File: config.mk
export PLATFORM = sky130hd
export DESIGN_NAME = mem_arbiter
export DESIGN_NICKNAME = d
export VERILOG_FILES = /design/src/rtl/mem_arbiter.sv
export SDC_FILE = /design/constraint.sdc
export NUM_CORES = 1
export LEC_CHECK = 0
export CAP_MARGIN = 25
export CORE_UTILIZATION = 33
export DETAILED_ROUTE_END_ITERATION = 16
export PLACE_DENSITY_LB_ADDON = 0.15
export RECOVER_POWER = 100
export SETUP_SLACK_MARGIN = 0.05
export SYNTH_ARGS = -nofsm -noshare
export SYNTH_HDL_FRONTEND = slang
export SYNTH_SLANG_ARGS = --single-unit
File: constraint.sdc
create_clock -name clk -period 1.32 [get_ports clk]
set_input_delay 0.264 -clock clk [delete_from_list [all_inputs] [get_ports clk]]
set_output_delay 0.264 -clock clk [all_outputs]
set_load 0.005 [all_outputs]
File: src/rtl/mem_arbiter.sv
// Two-master, single-slave memory arbiter: instruction and data buses share one 16-bit word port.
// The data bus has priority, but a data burst limit guarantees that instruction prefetch makes progress.
module mem_arbiter #(
    parameter int unsigned DATA_BURST_MAX = 4
) (
    input  logic        clk,
    input  logic        reset,
    input  logic [18:0] instr_m_addr,
    output logic [15:0] instr_m_data_in,
    input  logic        instr_m_access,
    output logic        instr_m_ack,
    input  logic [18:0] data_m_addr,
    output logic [15:0] data_m_data_in,
    input  logic [15:0] data_m_data_out,
    input  logic        data_m_access,
    output logic        data_m_ack,
    input  logic        data_m_wr_en,
    input  logic [1:0]  data_m_bytesel,
    output logic [18:0] q_m_addr,
    input  logic [15:0] q_m_data_in,
    output logic [15:0] q_m_data_out,
    output logic        q_m_access,
    input  logic        q_m_ack,
    output logic        q_m_wr_en,
    output logic [1:0]  q_m_bytesel,
    output logic        q_grant_data
);

    typedef enum logic [1:0] {IDLE, SERVE_INSTR, SERVE_DATA} state_t;

    localparam logic [3:0] BURST_MAX = 4'(DATA_BURST_MAX);

    state_t      state_q, state_d;
    logic [18:0] addr_q, addr_d;
    logic [15:0] wdata_q, wdata_d;
    logic        wr_q, wr_d;
    logic [1:0]  bsel_q, bsel_d;
    logic        access_q, access_d;
    logic [3:0]  burst_q, burst_d;
    logic        gdata_q, gdata_d;
    logic        data_wins;

    assign instr_m_data_in = q_m_data_in;
    assign data_m_data_in  = q_m_data_in;

    assign q_m_addr     = addr_q;
    assign q_m_data_out = wdata_q;
    assign q_m_wr_en    = wr_q;
    assign q_m_bytesel  = bsel_q;
    assign q_m_access   = access_q;
    assign q_grant_data = gdata_q;

    // Data loses a simultaneous request only once the burst limit is reached.
    assign data_wins = data_m_access && (!instr_m_access || (burst_q != BURST_MAX));

    always_comb begin
        state_d     = state_q;
        addr_d      = addr_q;
        wdata_d     = wdata_q;
        wr_d        = wr_q;
        bsel_d      = bsel_q;
        access_d    = access_q;
        burst_d     = burst_q;
        gdata_d     = gdata_q;
        instr_m_ack = 1'b0;
        data_m_ack  = 1'b0;
        case (state_q)
            IDLE: begin
                if (data_wins) begin
                    state_d  = SERVE_DATA;
                    access_d = 1'b1;
                    addr_d   = data_m_addr;
                    wdata_d  = data_m_data_out;
                    wr_d     = data_m_wr_en;
                    bsel_d   = data_m_bytesel;
                    gdata_d  = 1'b1;
                    if (!instr_m_access) begin
                        burst_d = 4'd0;
                    end else if (burst_q != BURST_MAX) begin
                        burst_d = burst_q + 4'd1;
                    end
                end else if (instr_m_access) begin
                    state_d  = SERVE_INSTR;
                    access_d = 1'b1;
                    addr_d   = instr_m_addr;
                    wdata_d  = 16'h0000;
                    wr_d     = 1'b0;
                    bsel_d   = 2'b11;
                    gdata_d  = 1'b0;
                    burst_d  = 4'd0;
                end
            end
            SERVE_INSTR: begin
                if (q_m_ack) begin
                    instr_m_ack = reset;
                    access_d    = 1'b0;
                    state_d     = IDLE;
                end
            end
            SERVE_DATA: begin
                if (q_m_ack) begin
                    data_m_ack = reset;
                    access_d   = 1'b0;
                    state_d    = IDLE;
                end
            end
            default: begin
                state_d  = IDLE;
                access_d = 1'b0;
            end
        endcase
    end

    always_ff @(posedge clk) begin
        if (!reset) begin
            state_q  <= IDLE;
            addr_q   <= 19'h0;
            wdata_q  <= 16'h0;
            wr_q     <= 1'b0;
            bsel_q   <= 2'b00;
            access_q <= 1'b0;
            burst_q  <= 4'd0;
            gdata_q  <= 1'b0;
        end else begin
            state_q  <= state_d;
            addr_q   <= addr_d;
            wdata_q  <= wdata_d;
            wr_q     <= wr_d;
            bsel_q   <= bsel_d;
            access_q <= access_d;
            burst_q  <= burst_d;
            gdata_q  <= gdata_d;
        end
    end

endmodule

==> metrics.md <==
| Metric | Value |
|---|---|
| Register area share after synthesis | 0.395 |
| Chip height | 86.1 um |
| Vias | around 2200 |
| Clock root buffer | clkbuf_8 |
| Total gr overflow | 0 |
| HP Class | reg -> reg |
| Final #Nets | around 460 |
| Longest Clk Path Bufs | 2 |
| Post-synth top area cell | dfxtp_1 |
| Wire per inst | roughly 15 um |
| Vias in the first global route | 2095 |
| Synthesis-to-layout area growth | 66.6% |
| CP max stage delay | between 0.5 and 0.6 ns |
| Storage element area | roughly 900 um2 |
| CORE AREA | 6790 um2 |
| Synth Instances | between 200 and 300 |
| GP Congestion | 0.738 |
| Clock share of power | 0.227 |
| Antenna violations before repair | 0 |
| Worst-path fanout max | 3 |
| Failing checks | negative setup slack |
| Setup ws final | -0.118 ns |
| Internal | 2.65 mW |
| Slew Limit Fails | 0 |
| Tmin final | roughly 1.4 ns |
| Hold path start | q_m_data_out[2] |
| Clock Latency Late Sink | 0.30 ns |
| TritonCTS Buffers | 5 |
| Final instance area | 3890 um2 |
| Synth area leaders | dfxtp_1 39%, buf_4 12%, nand2_1 6.6% |
| CP endpoint kind | output pin |
| FP Rows | 30 |
| Hold_ws | 0.450 ns |
| Leak | 1.60 nW |
| Placed cell areas | 3370 um2 |
| WHS Path Cells | 2 |
| Seq cells post-synth | 46 |
| Element type at the critical path start | input port |
| Post-synth top area share | 0.395 |
| Arr. time, crit path | 1.17 ns |
| Relative slew margins | 0.688 |
| Kind of critical path | in -> out |
| Worst min-delay path endpoint | q_m_data_out[2] |
| NetSw | about 1.1 mW |
| Share of layout cells above drive strength 1 | 0.316 |
| Top Ports | ~150 |
| Largest net degree at the start of global routing | 41 |
| Post-detailed-route via-to-cell ratio | 4.71 |
| RSZ-0062 raised after global routing | true |
| Power share of the sequential group | 0.422 |
| Sw Ratio | 0.303 |
| Worst-margin pin slew | between 0.4 and 0.5 ns |
| Slowest stage cell on the critical path | clkdlybuf4s50_1 |
| Synthesized area per cell | 8.33 um2 |
| Cell Area, Synth | 2330 um2 |
| MaxCap Viol Count | 0 |
| Die W | 86.1 um |
| Combinational share of power | 0.351 |
| Initial core utilization | 0.343 |
| YS warnings | 0 |
| Hold-fix buffers, CTS | 0 |
| Final Setup Violations | 40 |
| Diode count | 0 |
| VDD IR-drop max | around 0.64 mV |
| R2r setup slk | -0.09 ns |
| R2r endpoint | q_m_addr[1] |
| PortBufs | between 100 and 150 |
| Synthesized net count | 363 |
| Final hold vios | 0 |
| Status | complete, but fails checks |
| CTS tree | built |
| Req. time, crit path | 1.06 ns |
| Crit share post-route | 1.09 |
| Critical R2R Launch | state_q[0] |
| Reg clk slew, reported paths | 0.08 ns |
| Htree depth | 2 |
| Sink Count | 46 |
| Wirelength, routed | around 7000 um |
| Pwr dens | 976 nW/um2 |
| Maximum clock rate | between 0.6 and 0.7 GHz |
| Routed Antenna Nets | 0 |
| Die Area | between 7000 and 8000 um2 |
| Fillers | 643 |
| CP Cell Sequence | clkdlybuf4s50_1 -> and3_4 -> buf_2 |
| DR pass1 iterations | 4 |
| Distinct cells, synth | 29 |
| Post-route DRC | 0 |
| All-Layer GR Usage | 0.177 |
| DRT iter0 DRCs | ~70 |
| First-pass GRT wire length | around 10000 um |
| R2R cell count | 7 |
| Multi-input gate area | 1300 um2 |
| DP HPWL | 4370 um |
| Setup Skew | 0.0124 ns |
==> kinds of logic (layout without fill, tap and decap cells) <==
logic type | Yosys count | after routing | share of synthesized area
AOI/OAI and AO/OA | 89 | 89 | 0.243
and+or+nand+nor | 83 | 83 | 0.166
buffers and inverters | 57 | 150 | 0.169
adders and majority gates | 5 | 5 | 0.0268
DFF | 46 | 46 | 0.395
==> sequential cells by signal, summed over array words and instances, names as in the netlist <==
| name | cells |
|---|---|
| q_m_data_out | 16 |
| q_m_wr_en | 1 |
| q_m_bytesel | 2 |
| q_grant_data | 1 |
| q_m_access | 1 |
| burst_q | 4 |
| state_q | 2 |
| q_m_addr | 19 |
==> critical path, delay by kind of cell <==
family,cells,cell delay [ns]
simple gates,1,0.22
buf+inv,2,0.70
==> power groups by stage <==
| stage | clock [mW] | combinational [mW] | sequential, mW |
|---|---|---|---|
| 3_3_place_gp | 0 | 1.08 | 1.62 |
| 6_report | 0.862 | 1.33 | 1.60 |
| 5_1_grt | 0.971 | 1.43 | 1.62 |
| 3_5_place_dp | 0 | 1.08 | 1.62 |
| 2_1_floorplan | 0 | 0.530 | 1.63 |
| 4_1_cts | 0.885 | 1.08 | 1.60 |
==> per-layer routing <==
metal	up-vias	part of all wire	track usage	wire length [um]
met5	-	0	0	0
met4	0	0.016	0.0530	113
met3	14	0.070	0.0693	488
met2	70	0.50	0.281	3480
met1	1025	0.42	0.221	2920
li1	1101	-	-	-
==> Yosys cell counts (all sizes together) <==
library cell	instances
dfxtp	46
o21ai	27
buf	48
nor2b	7
clkbuf	5
a21boi	16
a22oi	2
o21a	1
or2b	1
a21o	2
ha	5
nand3	22
nor3	3
and2	2
and3	2
a32oi	1
nand4b	1
nand2	41
inv	4
a21oi	39
nor2	4
o22ai	1
==> stage by stage <==
| step | setup slack [ns] | utilization | setup TNS (ns) | total power [mW] | instances |
|---|---|---|---|---|---|
| global route | -0.151 | 0.572 | -4.87 | 4.02 | 469 |
| CTS | -0.118 | 0.516 | -1.15 | 3.56 | 460 |
| global placement | -0.445 | 0.496 | -17.39 | 2.69 | 448 |
| finish | -0.118 | 0.572 | -2.04 | 3.79 | 469 |
| floorplan | 0.0358 | - | 0 | 2.16 | 280 |
| detailed placement | -0.448 | 0.496 | -16.58 | 2.70 | 448 |
==> repair_timing <==
action / 4_1_cts / 5_1_grt
cloned: 1 / 5
resized for setup: 83 / 60
pin swaps: 4 / 32
setup endpoints to repair: 88 / 47
buffers inserted: 3 / 4
==> worst max-delay path by stage <==
stage / start / end
finish: q_m_ack / instr_m_ack
detailed placement: reset / instr_m_ack
floorplan: state_q[1] / q_m_addr[0]
global placement: reset / instr_m_ack
global route: state_q[1] / q_m_data_out[11]
CTS: state_q[1] / data_m_ack
==> final cells by class <==
class,instances,share of cell area
Clock buffer,6,0.0187
Clock inverter,2,0.00354
Inverter,4,0.00451
Multi-Input combinational cell,177,0.334
Sequential cell,46,0.239
Tap cell,96,0.0309
Timing Repair Buffer,138,0.370
==> cells in the final DEF, fill, tap and decap left out, types with 2 or more instances in the layout <==
cell | Yosys | final
a21oi_2 | 16 | 19
o21ai_1 | 0 | 10
nor3_1 | 3 | 3
a22oi_2 | 0 | 2
dlygate4sd2_1 | 0 | 42
ha_4 | 0 | 5
a21boi_1 | 15 | 12
clkdlybuf4s50_1 | 0 | 59
inv_2 | 0 | 3
nor2b_1 | 7 | 5
buf_8 | 0 | 3
and3_4 | 0 | 2
a21o_1 | 2 | 2
a21oi_1 | 23 | 20
a21boi_2 | 0 | 4
clkbuf_8 | 0 | 5
buf_4 | 37 | 18
nor2_1 | 4 | 3
dfxtp_2 | 0 | 2
o21ai_0 | 26 | 3
nand2_1 | 41 | 39
dfxtp_1 | 46 | 43
buf_12 | 1 | 6
o21ai_2 | 1 | 13
buf_6 | 2 | 4
nand2_2 | 0 | 2
nand3_1 | 22 | 8
clkbuf_16 | 0 | 4
nor2b_4 | 0 | 2
nand3_2 | 0 | 12
nand3_4 | 0 | 2
(Power assumes the default switching activity.)
